## src/rtl/reg_arb_pkg.sv

```systemverilog
// Shared definitions for the round-robin register write arbiter.
//   state_t : arbiter phase encoding (IDLE=0, GRANT=1, RELEASE=2; code 3 recovers to IDLE)
//   clog2   : index width helper, never returns less than 1
package reg_arb_pkg;

  typedef enum logic [1:0] {
    ST_IDLE    = 2'd0,
    ST_GRANT   = 2'd1,
    ST_RELEASE = 2'd2
  } state_t;

  function automatic int clog2(input int n);
    int r;
    r = 0;
    while ((1 << r) < n) r++;
    if (r < 1) r = 1;
    return r;
  endfunction

endpackage

```

## src/rtl/reg_write_arbiter_if.sv

```systemverilog
// Bus between NUM_REQ producers and the shared-register arbiter.
//   REQ   : per-requester write request (level)
//   D     : packed data lanes, lane i = D[i*DATA_WIDTH +: DATA_WIDTH]
//   GNT   : one-hot grant, high for exactly one cycle
//   ACK   : write-done pulse, one cycle after GNT
//   OWNER : index of the requester that last wrote Q
//   Q     : shared register value
//
// Handshake: a requester holds REQ (and its lane) until it sees GNT. If REQ
// is still high on the edge that ends the GNT cycle, its lane is written and
// ACK pulses in the following cycle; if REQ was dropped the grant is
// abandoned with no write and no ACK. REQ still high at the edge that ends
// the ACK cycle is treated as a fresh request.
interface reg_write_arbiter_if import reg_arb_pkg::*; #(
  parameter int DATA_WIDTH = 4,
  parameter int NUM_REQ    = 4
);
  localparam int IDX_W = clog2(NUM_REQ);

  logic [NUM_REQ-1:0]            REQ;
  logic [NUM_REQ*DATA_WIDTH-1:0] D;
  logic [NUM_REQ-1:0]            GNT;
  logic                          ACK;
  logic [IDX_W-1:0]              OWNER;
  logic [DATA_WIDTH-1:0]         Q;

  modport master (output REQ, D, input GNT, ACK, OWNER, Q);
  modport slave  (input REQ, D, output GNT, ACK, OWNER, Q);

endinterface

```

## src/rtl/reg_write_arbiter_rr_pick.sv

```systemverilog
// Combinational round-robin picker.
//   req    : request vector
//   ptr    : index where the search starts (always < NUM_REQ)
//   winner : first set request at or above ptr, wrapping NUM_REQ-1 -> 0
//   onehot : winner as a one-hot vector, zero when no request
//   any_req: at least one request is set
module rr_pick import reg_arb_pkg::*; #(
  parameter int NUM_REQ = 4,
  localparam int IDX_W  = clog2(NUM_REQ)
) (
  input  logic [NUM_REQ-1:0] req,
  input  logic [IDX_W-1:0]   ptr,
  output logic [IDX_W-1:0]   winner,
  output logic [NUM_REQ-1:0] onehot,
  output logic               any_req
);

  int   idx;
  logic found;

  always_comb begin
    winner = '0;
    onehot = '0;
    found  = 1'b0;
    idx    = 0;
    for (int k = 0; k < NUM_REQ; k++) begin
      idx = int'(ptr) + k;
      // explicit wrap so non-power-of-two NUM_REQ stays in range
      if (idx >= NUM_REQ) idx = idx - NUM_REQ;
      if (!found && req[IDX_W'(idx)]) begin
        found  = 1'b1;
        winner = IDX_W'(idx);
      end
    end
    if (found) onehot[winner] = 1'b1;
  end

  assign any_req = |req;

endmodule

```

## src/rtl/reg_write_arbiter.sv

```systemverilog
// Round-robin arbiter sharing one DATA_WIDTH-bit register among NUM_REQ
// requesters. One write takes three cycles: GNT cycle, ACK cycle, then the
// next arbitration.
//   C         : clock, rising edge
//   CLR       : asynchronous active-high reset (Q <= CLEAR_VAL)
//   bus       : slave side of reg_write_arbiter_if (REQ, D in; GNT, ACK, OWNER, Q out)
//   state_dbg : current arbiter phase (state_t encoding)
module reg_write_arbiter import reg_arb_pkg::*; #(
  parameter int                    DATA_WIDTH = 4,
  parameter int                    NUM_REQ    = 4,
  parameter logic [DATA_WIDTH-1:0] CLEAR_VAL  = '0
) (
  input  logic                 C,
  input  logic                 CLR,
  reg_write_arbiter_if.slave   bus,
  output logic [1:0]           state_dbg
);

  localparam int IDX_W = clog2(NUM_REQ);

  state_t                state, state_nxt;
  logic [NUM_REQ-1:0]    gnt, gnt_nxt;
  logic                  ack, ack_nxt;
  logic [IDX_W-1:0]      owner, owner_nxt;
  logic [IDX_W-1:0]      ptr, ptr_nxt;
  logic [IDX_W-1:0]      w, w_nxt;
  logic [DATA_WIDTH-1:0] q, q_nxt;

  logic [DATA_WIDTH-1:0] lane [NUM_REQ];
  logic [IDX_W-1:0]      pick_idx;
  logic [NUM_REQ-1:0]    pick_onehot;
  logic                  pick_any;

  for (genvar i = 0; i < NUM_REQ; i++) begin : g_lane
    assign lane[i] = bus.D[i*DATA_WIDTH +: DATA_WIDTH];
  end

  rr_pick #(.NUM_REQ(NUM_REQ)) u_pick (
    .req     (bus.REQ),
    .ptr     (ptr),
    .winner  (pick_idx),
    .onehot  (pick_onehot),
    .any_req (pick_any)
  );

  always_ff @(posedge C or posedge CLR) begin
    if (CLR) begin
      state <= ST_IDLE;
      gnt   <= '0;
      ack   <= 1'b0;
      owner <= '0;
      ptr   <= '0;
      w     <= '0;
      q     <= CLEAR_VAL;
    end else begin
      state <= state_nxt;
      gnt   <= gnt_nxt;
      ack   <= ack_nxt;
      owner <= owner_nxt;
      ptr   <= ptr_nxt;
      w     <= w_nxt;
      q     <= q_nxt;
    end
  end

  always_comb begin
    state_nxt = state;
    gnt_nxt   = gnt;
    ack_nxt   = ack;
    owner_nxt = owner;
    ptr_nxt   = ptr;
    w_nxt     = w;
    q_nxt     = q;
    case (state)
      ST_IDLE: begin
        if (pick_any) begin
          gnt_nxt   = pick_onehot;
          w_nxt     = pick_idx;
          state_nxt = ST_GRANT;
        end
      end
      ST_GRANT: begin
        gnt_nxt = '0;
        // pointer moves past the winner whether or not it wrote
        ptr_nxt = (w == IDX_W'(NUM_REQ - 1)) ? '0 : w + IDX_W'(1);
        if (bus.REQ[w]) begin
          q_nxt     = lane[w];
          owner_nxt = w;
          ack_nxt   = 1'b1;
          state_nxt = ST_RELEASE;
        end else begin
          state_nxt = ST_IDLE;
        end
      end
      ST_RELEASE: begin
        ack_nxt   = 1'b0;
        state_nxt = ST_IDLE;
      end
      default: begin
        gnt_nxt   = '0;
        ack_nxt   = 1'b0;
        state_nxt = ST_IDLE;
      end
    endcase
  end

  assign bus.GNT   = gnt;
  assign bus.ACK   = ack;
  assign bus.OWNER = owner;
  assign bus.Q     = q;
  assign state_dbg = state;

endmodule

```

## src/flat_wrapper.sv

```systemverilog
// flat-port wrapper written by rule: the top's interface ports become plain ports
module reg_write_arbiter_flat import reg_arb_pkg::*;
#(
  parameter int                    DATA_WIDTH = 4,
  parameter int                    NUM_REQ    = 4,
  parameter logic [DATA_WIDTH-1:0] CLEAR_VAL  = '0
)
  (C, CLR, state_dbg, bus_REQ, bus_D, bus_GNT, bus_ACK, bus_OWNER, bus_Q);
  reg_write_arbiter_if #(.DATA_WIDTH(DATA_WIDTH), .NUM_REQ(NUM_REQ)) bus_i ();
  input  logic C;
  input  logic CLR;
  output logic [1:0] state_dbg;
  input wire logic [$bits(bus_i.REQ)-1:0] bus_REQ;
  input wire logic [$bits(bus_i.D)-1:0] bus_D;
  output wire logic [$bits(bus_i.GNT)-1:0] bus_GNT;
  output wire logic [$bits(bus_i.ACK)-1:0] bus_ACK;
  output wire logic [$bits(bus_i.OWNER)-1:0] bus_OWNER;
  output wire logic [$bits(bus_i.Q)-1:0] bus_Q;
  assign bus_i.REQ = bus_REQ;
  assign bus_i.D = bus_D;
  assign bus_GNT = bus_i.GNT;
  assign bus_ACK = bus_i.ACK;
  assign bus_OWNER = bus_i.OWNER;
  assign bus_Q = bus_i.Q;
  reg_write_arbiter #(.DATA_WIDTH(DATA_WIDTH), .NUM_REQ(NUM_REQ), .CLEAR_VAL(CLEAR_VAL)) u_core (.C(C), .CLR(CLR), .bus(bus_i), .state_dbg(state_dbg));
endmodule
```

## config.mk

```make
export PLATFORM = sky130hd
export DESIGN_NAME = reg_write_arbiter_flat
export DESIGN_NICKNAME = d
export VERILOG_FILES = /design/src/rtl/reg_arb_pkg.sv /design/src/rtl/reg_write_arbiter_if.sv /design/src/rtl/reg_write_arbiter_rr_pick.sv /design/src/rtl/reg_write_arbiter.sv /design/src/flat_wrapper.sv
export SDC_FILE = /design/constraint.sdc
export NUM_CORES = 1
export LEC_CHECK = 0
export ABC_CLOCK_PERIOD_IN_PS = 5200
export CAP_MARGIN = 40
export CORE_ASPECT_RATIO = 1.4
export CORE_UTILIZATION = 45
export DETAILED_ROUTE_END_ITERATION = 10
export GPL_TIMING_DRIVEN = 0
export PLACE_DENSITY_LB_ADDON = 0.15
export SLEW_MARGIN = 0
export SYNTH_ARGS = -nofsm -noshare
export SYNTH_HDL_FRONTEND = slang
export SYNTH_SLANG_ARGS = --single-unit
```

## constraint.sdc

```tcl
create_clock -name C -period 5.2 [get_ports C]
set_clock_uncertainty 0.15 [all_clocks]
set_input_delay 0.78 -clock C [delete_from_list [all_inputs] [get_ports C]]
set_output_delay 0.78 -clock C [all_outputs]
set_load 0.02 [all_outputs]
```

==> reports/qor.csv, run 1 <==
stage;metric;value;unit
power;Int Power;479;uW
logic_synthesis;Syn Nets;89;
route;drt wl/cell;15.8;um
power;clock share of power;0.093;
route;DRT iter0 DRCs;8;
final_layout;Finished Layout Cells;124;
final_layout;Syn-to-layout area delta;43.8;%
final_layout;fill count;149;
power;peak supply drop;0.411;mV
final_layout;ratio of cells with drive above 1 in the final layout;0.183;
floorplanning;row cnt;18;
floorplanning;Ports;35;
placement;global placement routability congestion;0.799;
floorplanning;core box area;1820;um^2
critical_path;max incr delay on CP;640;ps
placement;Placed Cells incl. Taps;120;
power;Sw Pwr;292;uW
cts;Post-CTS Setup Bufs;0;
critical_path;CP Max Fanout;5;
route;mean number of vias per cell;5.67;
sta;Finish-stage setup viols;0;
route;drc violations;0;
sta;Setup TNS;0;ps
cts;Num Clock Sinks;17;
sta;Fmax;433;MHz
cts;cts repair resizes;0;
job;max-cap violations;0;
grt;first-pass GRT wire length;2830;um
placement;Final HPWL DP;1450;um
route;Routed Antenna Nets;0;
critical_path;CP Launch Type;flip-flop;
logic_synthesis;Seq/Total Area, Yosys;0.474;
logic_synthesis;synth warn;0;
placement;number of I/O port buffers;34;
hold_path;worst hold path class;flip-flop to flip-flop;
sta;Worst Max-Slew Pin Slew;683;ps
critical_path;CP arrival;1380;ps
floorplanning;die area;2180;um^2
grt;number of global-route vias before repair;637;
logic_synthesis;synthesized flop and latch total;17;
sta;Final Slew Violations;0;
route;final wirelength;1960;um
floorplanning;Initial Util;0.492;
floorplanning;Die Y;54.8;um
power;Cell Pwr Density;597;nW/um^2
cts;Max Root-Sink Buffers;2;
power;combinational group share of total power;0.585;
outcome;outcome;complete, no violations;
sta;Tmin final;2310;ps
power;switching share of power;0.379;
cts;hold buffers post-CTS;0;
power;Reg power frac;0.322;
critical_path;Bufs and invs on worst path;1;
sta;unrepaired setup endpoints after global routing;false;
cts;Num CTS Buffers;3;
sta;period utilization;0.444;
logic_synthesis;Cells after Synth;66;
grt;largest net degree at the start of global routing;18;
cts;CTS tree;built;
critical_path;Critical Path Sink Type;primary output;
cts;CTS clock-pin slew for the worst setup and hold paths;100;ps
critical_path;CP Data Required Time;4270;ps
critical_path;CP Cell Sequence;clkdlybuf4s50_1;
grt;antenna violations before repair;0;
grt;global route overflow;0;
grt;GRT Total Usage;0.199;
sta;Final Hold Viols;0;
logic_synthesis;Synth Cell Area;897;um^2
cts;CTS H-tree lvls;1;
critical_path;Crit-path slowest cell;clkdlybuf4s50_1;
final_layout;ANT cells;0;
logic_synthesis;unique cell type count in the Yosys netlist;26;
critical_path;Setup Crit Path Kind;flip-flop to primary output;
power;leakage power;0.000571;uW
final_layout;Final nets;128;
critical_path;CP top delay family;buffers and inverters;
sta;Max-slew headroom;0.544;
route;First-pass DRT Iterations;4;
floorplanning;Die Wd;39.7;um
cts;CTS root buf;clkbuf_4;
route;Vias;703;
cts;clk_lat worst skew;290;ps
logic_synthesis;Avg Synthesized Cell Area;13.6;um^2
[cells by family (layout without fill, tap and decap cells)]
kind of cell	Yosys count	after routing	synth area share
DFF	17	17	0.474
muxes	15	15	0.291
AOI/OAI and AO/OA	14	14	0.106
and+or+nand+nor	14	14	0.0837
buffers and inverters	5	43	0.0307
adders and majority gates	1	1	0.0139
[flip-flops by register name, summed over array words and instances, names as in the netlist]
signal	count
u_core.bus.OWNER	2
u_core.bus.ACK	1
u_core.w	2
u_core.state_dbg	2
u_core.bus.Q	4
u_core.ptr	2
u_core.bus.GNT	4
[cell usage in the layout (no fill, tap or decap), drive strengths merged]
cell,Yosys,routed
ha,1,1
inv,3,3
buf,2,2
mux2,9,9
nor2,4,4
dfrtp,17,17
a21oi,4,4
mux2i,1,1
o21ai,3,3
nor3,2,2
nand2b,1,1
nand2,5,5
clkdlybuf4s50,0,34
o31ai,1,1
o21a,1,1
o21ba,1,1
clkbuf,0,3
a32o,2,2
nor2b,1,1
o22ai,1,1
mux4,5,5
nor4,1,1
o22a,1,1
clkinv,0,1
[power by group through the flow]
| stage | Combinational [uW] | Sequential (uW) | Clock, uW |
|---|---|---|---|
| final | 451 | 248 | 71.7 |
| after global routing | 485 | 256 | 76.8 |
| after CTS | 457 | 247 | 74.4 |
| after detailed placement | 454 | 249 | 0 |
| after global placement | 449 | 245 | 0 |
| after floorplan | 235 | 304 | 0 |
[cells in the mapped netlist (all sizes together)]
library cell  number  share of area
buf                2          0.018
nor3               2          0.017
o31ai              1         0.0084
a32o               2          0.022
mux2               9           0.14
nand2              5          0.029
mux4               5           0.14
nor4               1         0.0070
nor2b              1         0.0070
o22a               1         0.0098
nand2b             1         0.0070
o21ba              1          0.011
ha                 1          0.014
o22ai              1         0.0070
dfrtp             17           0.47
nor2               4          0.017
a21oi              4          0.022
o21ai              3          0.017
inv                3          0.013
mux2i              1          0.011
o21a               1         0.0084
[routing by layer]
metal	share of wire	track usage
met1	0.41	0.228
met2	0.53	0.355
met3	0.048	0.0285
met4	0.011	0.0862
met5	0	0
[layout make-up]
type / instances / area, um^2 / area share
Timing Repair Buffer: 34 / 340 / 0.264
Tap cell: 20 / 25.0 / 0.0194
Buffer: 2 / 16.3 / 0.0126
Inverter: 3 / 11.3 / 0.00873
Clock inverter: 1 / 5.00 / 0.00388
Sequential cell: 17 / 425 / 0.330
Clock buffer: 3 / 22.5 / 0.0175
Multi-Input combinational cell: 44 / 444 / 0.344
[worst paths after layout]
path                                      from                 to  slack (ps)  cells after the start
setup / recovery           u_core.state_dbg[1]       state_dbg[1]        2890                      1
max in group asynchronous                  CLR  u_core.bus.GNT[2]        3730                      2
min in group asynchronous                  CLR      u_core.ptr[0]         740                      2
setup reg to reg                   u_core.w[1]    u_core.bus.Q[3]        3380                      4
hold reg to reg              u_core.bus.GNT[0]  u_core.bus.GNT[0]         360                      2
hold / removal               u_core.bus.GNT[0]  u_core.bus.GNT[0]         360                      2
[tightest hold or removal path, cell delays in order (launching register included)]
cell     delay, ps
dfrtp_1        360
nand2_1         50
o21ai_0         70
[metrics by stage]
step / power (uW) / util / worst slack, ps / hold slack [ps] / instance area, um^2
global route: 818 / 0.707 / 2840 / 380 / 1290
detailed placement: 703 / 0.692 / 2610 / 335 / 1260
floorplan: 539 / - / 3210 / 392 / 897
finish: 770 / 0.707 / 2890 / 356 / 1290
global placement: 695 / 0.692 / 2630 / 321 / 1260
CTS: 779 / 0.707 / 2890 / 363 / 1290
No activity file was read; power rests on OpenSTA's default activity.
==> run 2: changes to the inputs <==
ABC_CLOCK_PERIOD_IN_PS = 2200   (was 5200)
CORE_UTILIZATION = 42   (was 45)
clock period = 2.2 ns   (was 5.2 ns; I/O delays follow)
==> reports/qor.csv, run 2 (synthesis results as in run 1) <==
stage;metric;value;unit;change
sta;Final Hold Viols;0;;unchanged
cts;cts repair resizes;0;;unchanged
cts;hold buffers post-CTS;0;;unchanged
critical_path;Critical Path Sink Type;flip-flop;;
cts;Max Root-Sink Buffers;2;;unchanged
route;First-pass DRT Iterations;4;;unchanged
route;Vias;693;;-1.4%
critical_path;max incr delay on CP;540;ps;-100 ps
floorplanning;Ports;35;;unchanged
grt;GRT Total Usage;0.176;;-0.0231
route;drt wl/cell;14.6;um;-7.3%
sta;Tmin final;1840;ps;
placement;Final HPWL DP;1410;um;-2.8%
outcome;outcome;complete, no violations;;
grt;global route overflow;0;;unchanged
critical_path;worst r2r src;u_core.w[1];;
placement;global placement routability congestion;0.778;;-2.7%
sta;Setup TNS;0;ps;unchanged
critical_path;CP arrival;1850;ps;+470 ps
final_layout;ratio of cells with drive above 1 in the final layout;0.173;;-0.00962
critical_path;worst reg2reg path endpoint;u_core.bus.Q[1];;
cts;Num CTS Buffers;3;;unchanged
sta;Final Slew Violations;0;;unchanged
sta;Fmax;544;MHz;
floorplanning;core box area;2000;um^2;+9.5%
route;mean number of vias per cell;5.54;;-2.2%
floorplanning;row cnt;19;;+1
final_layout;fill count;166;;+11%
cts;clk_lat worst skew;270;ps;-20 ps
final_layout;ANT cells;0;;unchanged
hold_path;worst hold path class;primary input to async pin;;
final_layout;Final nets;128;;unchanged
placement;number of I/O port buffers;34;;unchanged
final_layout;commonest non-fill, non-tap cell in the layout;clkdlybuf4s50_1;;
cts;CTS clock-pin slew for the worst setup and hold paths;90;ps;about the same
floorplanning;Die Y;56.7;um;+3.4%
final_layout;Finished Layout Cells;125;;+0.81%
power;peak supply drop;0.826;mV;+100%
floorplanning;Die Wd;41.1;um;+3.3%
critical_path;CP Max Fanout;7;;+2
sta;unrepaired setup endpoints after global routing;false;;
route;Routed Antenna Nets;0;;unchanged
critical_path;Setup Crit Path Kind;primary input to flip-flop;;
final_layout;most frequent cells in the layout;clkdlybuf4s50_1, dfrtp_1, mux2_4;;
grt;number of global-route vias before repair;675;;+6.0%
job;max-cap violations;0;;unchanged
critical_path;Reg2Reg Depth;4;;unchanged
sta;Final WS setup;362;ps;-2530 ps
power;leakage power;0.000568;uW;-0.48%
floorplanning;Initial Util;0.449;;-0.0425
floorplanning;die area;2330;um^2;+6.8%
cts;CTS H-tree lvls;1;;unchanged
cts;Post-CTS Setup Bufs;0;;unchanged
final_layout;Syn-to-layout area delta;43.8;%;unchanged
critical_path;Crit-path slowest cell;mux4_2;;
sta;period utilization;0.836;;
route;DRT iter0 DRCs;13;;+5
cts;CTS root buf;clkbuf_4;;
route;drc violations;0;;unchanged
critical_path;CP Launch Type;primary input;;
grt;antenna violations before repair;0;;unchanged
route;final wirelength;1830;um;-6.6%
grt;largest net degree at the start of global routing;18;;unchanged
placement;Placed Cells incl. Taps;121;;+0.83%
cts;CTS tree;built;;
sta;Finish-stage setup viols;0;;unchanged
critical_path;reg2reg setup slack;400;ps;-2980 ps
power;Cell Pwr Density;1400;nW/um^2;+130%
cts;Num Clock Sinks;17;;unchanged
sta;Worst Max-Slew Pin Slew;632;ps;-50.8 ps
critical_path;CP Cell Sequence;clkdlybuf4s50_1 -> mux4_2 -> nand2_4 -> mux2_4;;
sta;Max-slew headroom;0.578;;+0.0339
critical_path;CP Data Required Time;2220;ps;-2050 ps
grt;first-pass GRT wire length;2840;um;+0.21%
placement;pre-CTS setup slack;58.5;ps;-2550 ps
==> run 2: worst max-delay path by stage <==
stage	start	endpoint	slack, ps
detailed placement	bus_REQ[0]	u_core.bus.Q[3]	60
CTS	u_core.state_dbg[1]	state_dbg[1]	350
global placement	bus_REQ[3]	u_core.bus.Q[3]	80
finish	bus_REQ[0]	u_core.bus.Q[1]	360
floorplan	u_core.w[1]	u_core.bus.Q[0]	490
global route	u_core.state_dbg[1]	state_dbg[1]	310
==> run 2: routing by layer <==
metal  track usage  vias to the layer above  wire length (um)
li1              -                      331                 -
met1         0.209                      337               770
met2         0.295                       23               953
met3        0.0474                        2                88
met4        0.0429                        0                16
met5             0                        -                 0
==> run 2: critical path: cells and delay by family <==
family,cells,cell delay [ps]
buf+inv,1,500
simple gates,1,170
mux,2,850
==> run 2: area by class of cell <==
| type | count | area [um^2] | share of cell area |
|---|---|---|---|
| buffer | 2 | 16.3 | 0.0126 |
| inverter | 3 | 11.3 | 0.00873 |
| multi-input combinational | 44 | 444 | 0.344 |
| tap | 21 | 26.3 | 0.0204 |
| sequential | 17 | 425 | 0.330 |
| timing repair buffer | 34 | 340 | 0.264 |
| clock buffer | 4 | 26.3 | 0.0204 |
==> run 2: where the power goes <==
group | total [uW] | switching [uW] | internal (uW)
Clock | 158 | 88.1 | 70.2
Combinational | 1060 | 468 | 592
Sequential | 584 | 114 | 471
==> run 2: metrics by stage <==
stage	utilization	hold slack, ps	cell area [um^2]	power [uW]
after floorplan	-	106	897	1270
after global placement	0.633	318	1260	1640
after detailed placement	0.633	326	1260	1660
after CTS	0.646	301	1290	1830
after global routing	0.646	354	1290	1930
final	0.646	278	1290	1800
==> run 3: changes to the inputs <==
ABC_CLOCK_PERIOD_IN_PS = 1500   (was 2200)
CORE_UTILIZATION = 38   (was 42)
clock period = 1.5 ns   (was 2.2 ns; I/O delays follow)
==> reports/qor.csv, run 3 (synthesis results as in run 1) <==
stage;metric;value;unit;change
outcome;outcome;finished, violations left;;
outcome;failing checks;negative setup slack;;
final_layout;most frequent cells in the layout;clkdlybuf4s50_1, dfrtp_1, dlygate4sd2_1;;
route;mean number of vias per cell;5.40;;-2.6%
grt;number of global-route vias before repair;716;;+6.1%
floorplanning;Die Y;59.5;um;+4.9%
route;drt wl/cell;15.1;um;+3.3%
route;First-pass DRT Iterations;4;;unchanged
sta;unrepaired setup endpoints after global routing;true;;
final_layout;Multi-input gate area;470;um^2;+5.9%
power;Reg power frac;0.315;;-0.009
route;DRT iter0 DRCs;17;;+4
final_layout;fin area;1350;um^2;+4.9%
route;drc violations;0;;unchanged
grt;largest net degree at the start of global routing;18;;unchanged
grt;GRT Total Usage;0.183;;+0.00755
power;combinational group share of total power;0.594;;+0.006
power;Sw Pwr;1050;uW;+57%
sta;Final WS setup;-244;ps;-606 ps
floorplanning;row cnt;20;;+1
critical_path;CP arrival;1780;ps;-70 ps
final_layout;Seq. cell area;427;um^2;+0.29%
route;Routed Antenna Nets;0;;unchanged
cts;CTS root buf;clkbuf_4;;
floorplanning;die area;2560;um^2;+10%
placement;Placed Cells incl. Taps;122;;+0.83%
sta;Final Hold Viols;0;;unchanged
critical_path;CP Max Fanout;7;;unchanged
sta;Worst Max-Slew Pin Slew;635;ps;+3.12 ps
critical_path;Setup Crit Path Kind;flip-flop to flip-flop;;
cts;CTS tree;built;;
critical_path;CP Data Required Time;1530;ps;-690 ps
grt;first-pass GRT wire length;3370;um;+19%
floorplanning;core box area;2200;um^2;+10%
cts;Num Clock Sinks;17;;unchanged
final_layout;fill count;209;;+26%
power;leakage power;0.000648;uW;+14%
final_layout;Finished Layout Cells;132;;+5.6%
power;Cell Pwr Density;2010;nW/um^2;+44%
grt;antenna violations before repair;0;;unchanged
cts;Num CTS Buffers;3;;unchanged
floorplanning;Die Wd;43.1;um;+4.9%
floorplanning;Initial Util;0.407;;-0.0419
critical_path;Critical Path Sink Type;flip-flop;;
sta;Final Slew Violations;0;;unchanged
power;Int Power;1670;uW;+48%
floorplanning;Ports;35;;unchanged
route;Vias;713;;+2.9%
placement;Final HPWL DP;1410;um;-0.18%
critical_path;Crit-path slowest cell;mux4_2;;
placement;number of I/O port buffers;34;;unchanged
cts;Max Root-Sink Buffers;2;;unchanged
sta;Tmin final;1740;ps;
hold_path;worst hold path class;primary input to async pin;;
grt;global route overflow;0;;unchanged
cts;CTS H-tree lvls;1;;unchanged
final_layout;ANT cells;0;;unchanged
job;max-cap violations;0;;unchanged
final_layout;Final nets;134;;+4.7%
critical_path;CP Launch Type;flip-flop;;
cts;clk_lat worst skew;290;ps;+20 ps
cts;CTS clock-pin slew for the worst setup and hold paths;100;ps;about the same
placement;global placement routability congestion;0.772;;-0.73%
sta;period utilization;1.16;;
final_layout;ratio of cells with drive above 1 in the final layout;0.282;;+0.109
power;switching share of power;0.386;;+0.0149
sta;Max-slew headroom;0.576;;-0.00208
cts;hold buffers post-CTS;0;;unchanged
placement;placed inst area;1260;um^2;about the same
final_layout;commonest non-fill, non-tap cell in the layout;clkdlybuf4s50_1;;
power;clock share of power;0.091;;+0.003
route;final wirelength;1990;um;+9.1%
critical_path;CP Cell Sequence;buf_6 -> mux4_2 -> nand2_4 -> mux2_4;;
power;peak supply drop;1.05;mV;+27%
final_layout;Syn-to-layout area delta;50.9;%;
sta;Fmax;573;MHz;
sta;Finish-stage setup viols;12;;+12
critical_path;max incr delay on CP;530;ps;about the same
run 3: cell count changes in the layout (fill, tap and decap cells not counted), moves of 2 or more:
cell | previous run | this run
dlymetal6s2s_1 | 0 | 2
clkdlybuf4s15_1 | 0 | 2
a21oi_1 | 4 | 2
clkdlybuf4s50_1 | 34 | 18
a21oi_2 | 0 | 2
dlygate4sd2_1 | 0 | 12
buf_4 | 0 | 6
run 3: routing by layer:
layer	track usage	wire, um	up-vias
li1	-	-	341
met1	0.222	814	340
met2	0.301	1010	28
met3	0.0305	130	4
met4	0.117	41	0
met5	0	0	-
run 3: final timing paths:
kind	startpoint	endpoint	slack, ps	depth (start not counted)
min in group C	bus_REQ[1]	u_core.state_dbg[0]	300	3
min	CLR	u_core.bus.OWNER[1]	160	2
max reg2reg	u_core.w[1]	u_core.bus.Q[1]	-240	4
max in group asynchronous	CLR	u_core.state_dbg[1]	600	2
min reg2reg	u_core.bus.GNT[2]	u_core.bus.GNT[2]	340	2
max	u_core.w[1]	u_core.bus.Q[1]	-240	4
run 3: area by class of cell:
class / count / share of cell area
plain buffers: 2 / 0.0120
inverters: 3 / 0.00832
clock buffers: 4 / 0.0194
flip-flops and latches: 17 / 0.315
repair buffers: 40 / 0.277
multi-input cells: 44 / 0.348
well taps: 22 / 0.0203
run 3: what timing repair did:
item	in CTS	in global routing
gates resized for setup	15	11
pin swaps	0	2
setup buffers	2	4
endpoints found under the setup margin	27	16
run 3: power by group through the flow:
stage	clock network, uW	registers, uW	logic, uW
after floorplan	0	1050	815
after global placement	0	852	1560
after detailed placement	0	863	1580
after CTS	256	849	1520
after global routing	270	897	1750
final	247	859	1620
run 3: critical path, delay by kind of cell, from the launching register on:
family / cells / cell delay, ps
mux: 2 / 850
flops: 1 / 370
simple gates: 1 / 160
buf+inv: 1 / 110
run 3: metrics by stage:
| step | total power (uW) | TNS, ps | util | setup slack, ps | hold slack (ps) |
|---|---|---|---|---|---|
| floorplan | 1870 | -1230 | - | -206 | 1.07 |
| global placement | 2410 | -5970 | 0.574 | -522 | 323 |
| detailed placement | 2440 | -6240 | 0.574 | -544 | 332 |
| CTS | 2620 | -1820 | 0.588 | -262 | 178 |
| global route | 2920 | -2480 | 0.615 | -292 | 242 |
| finish | 2730 | -1670 | 0.615 | -244 | 158 |
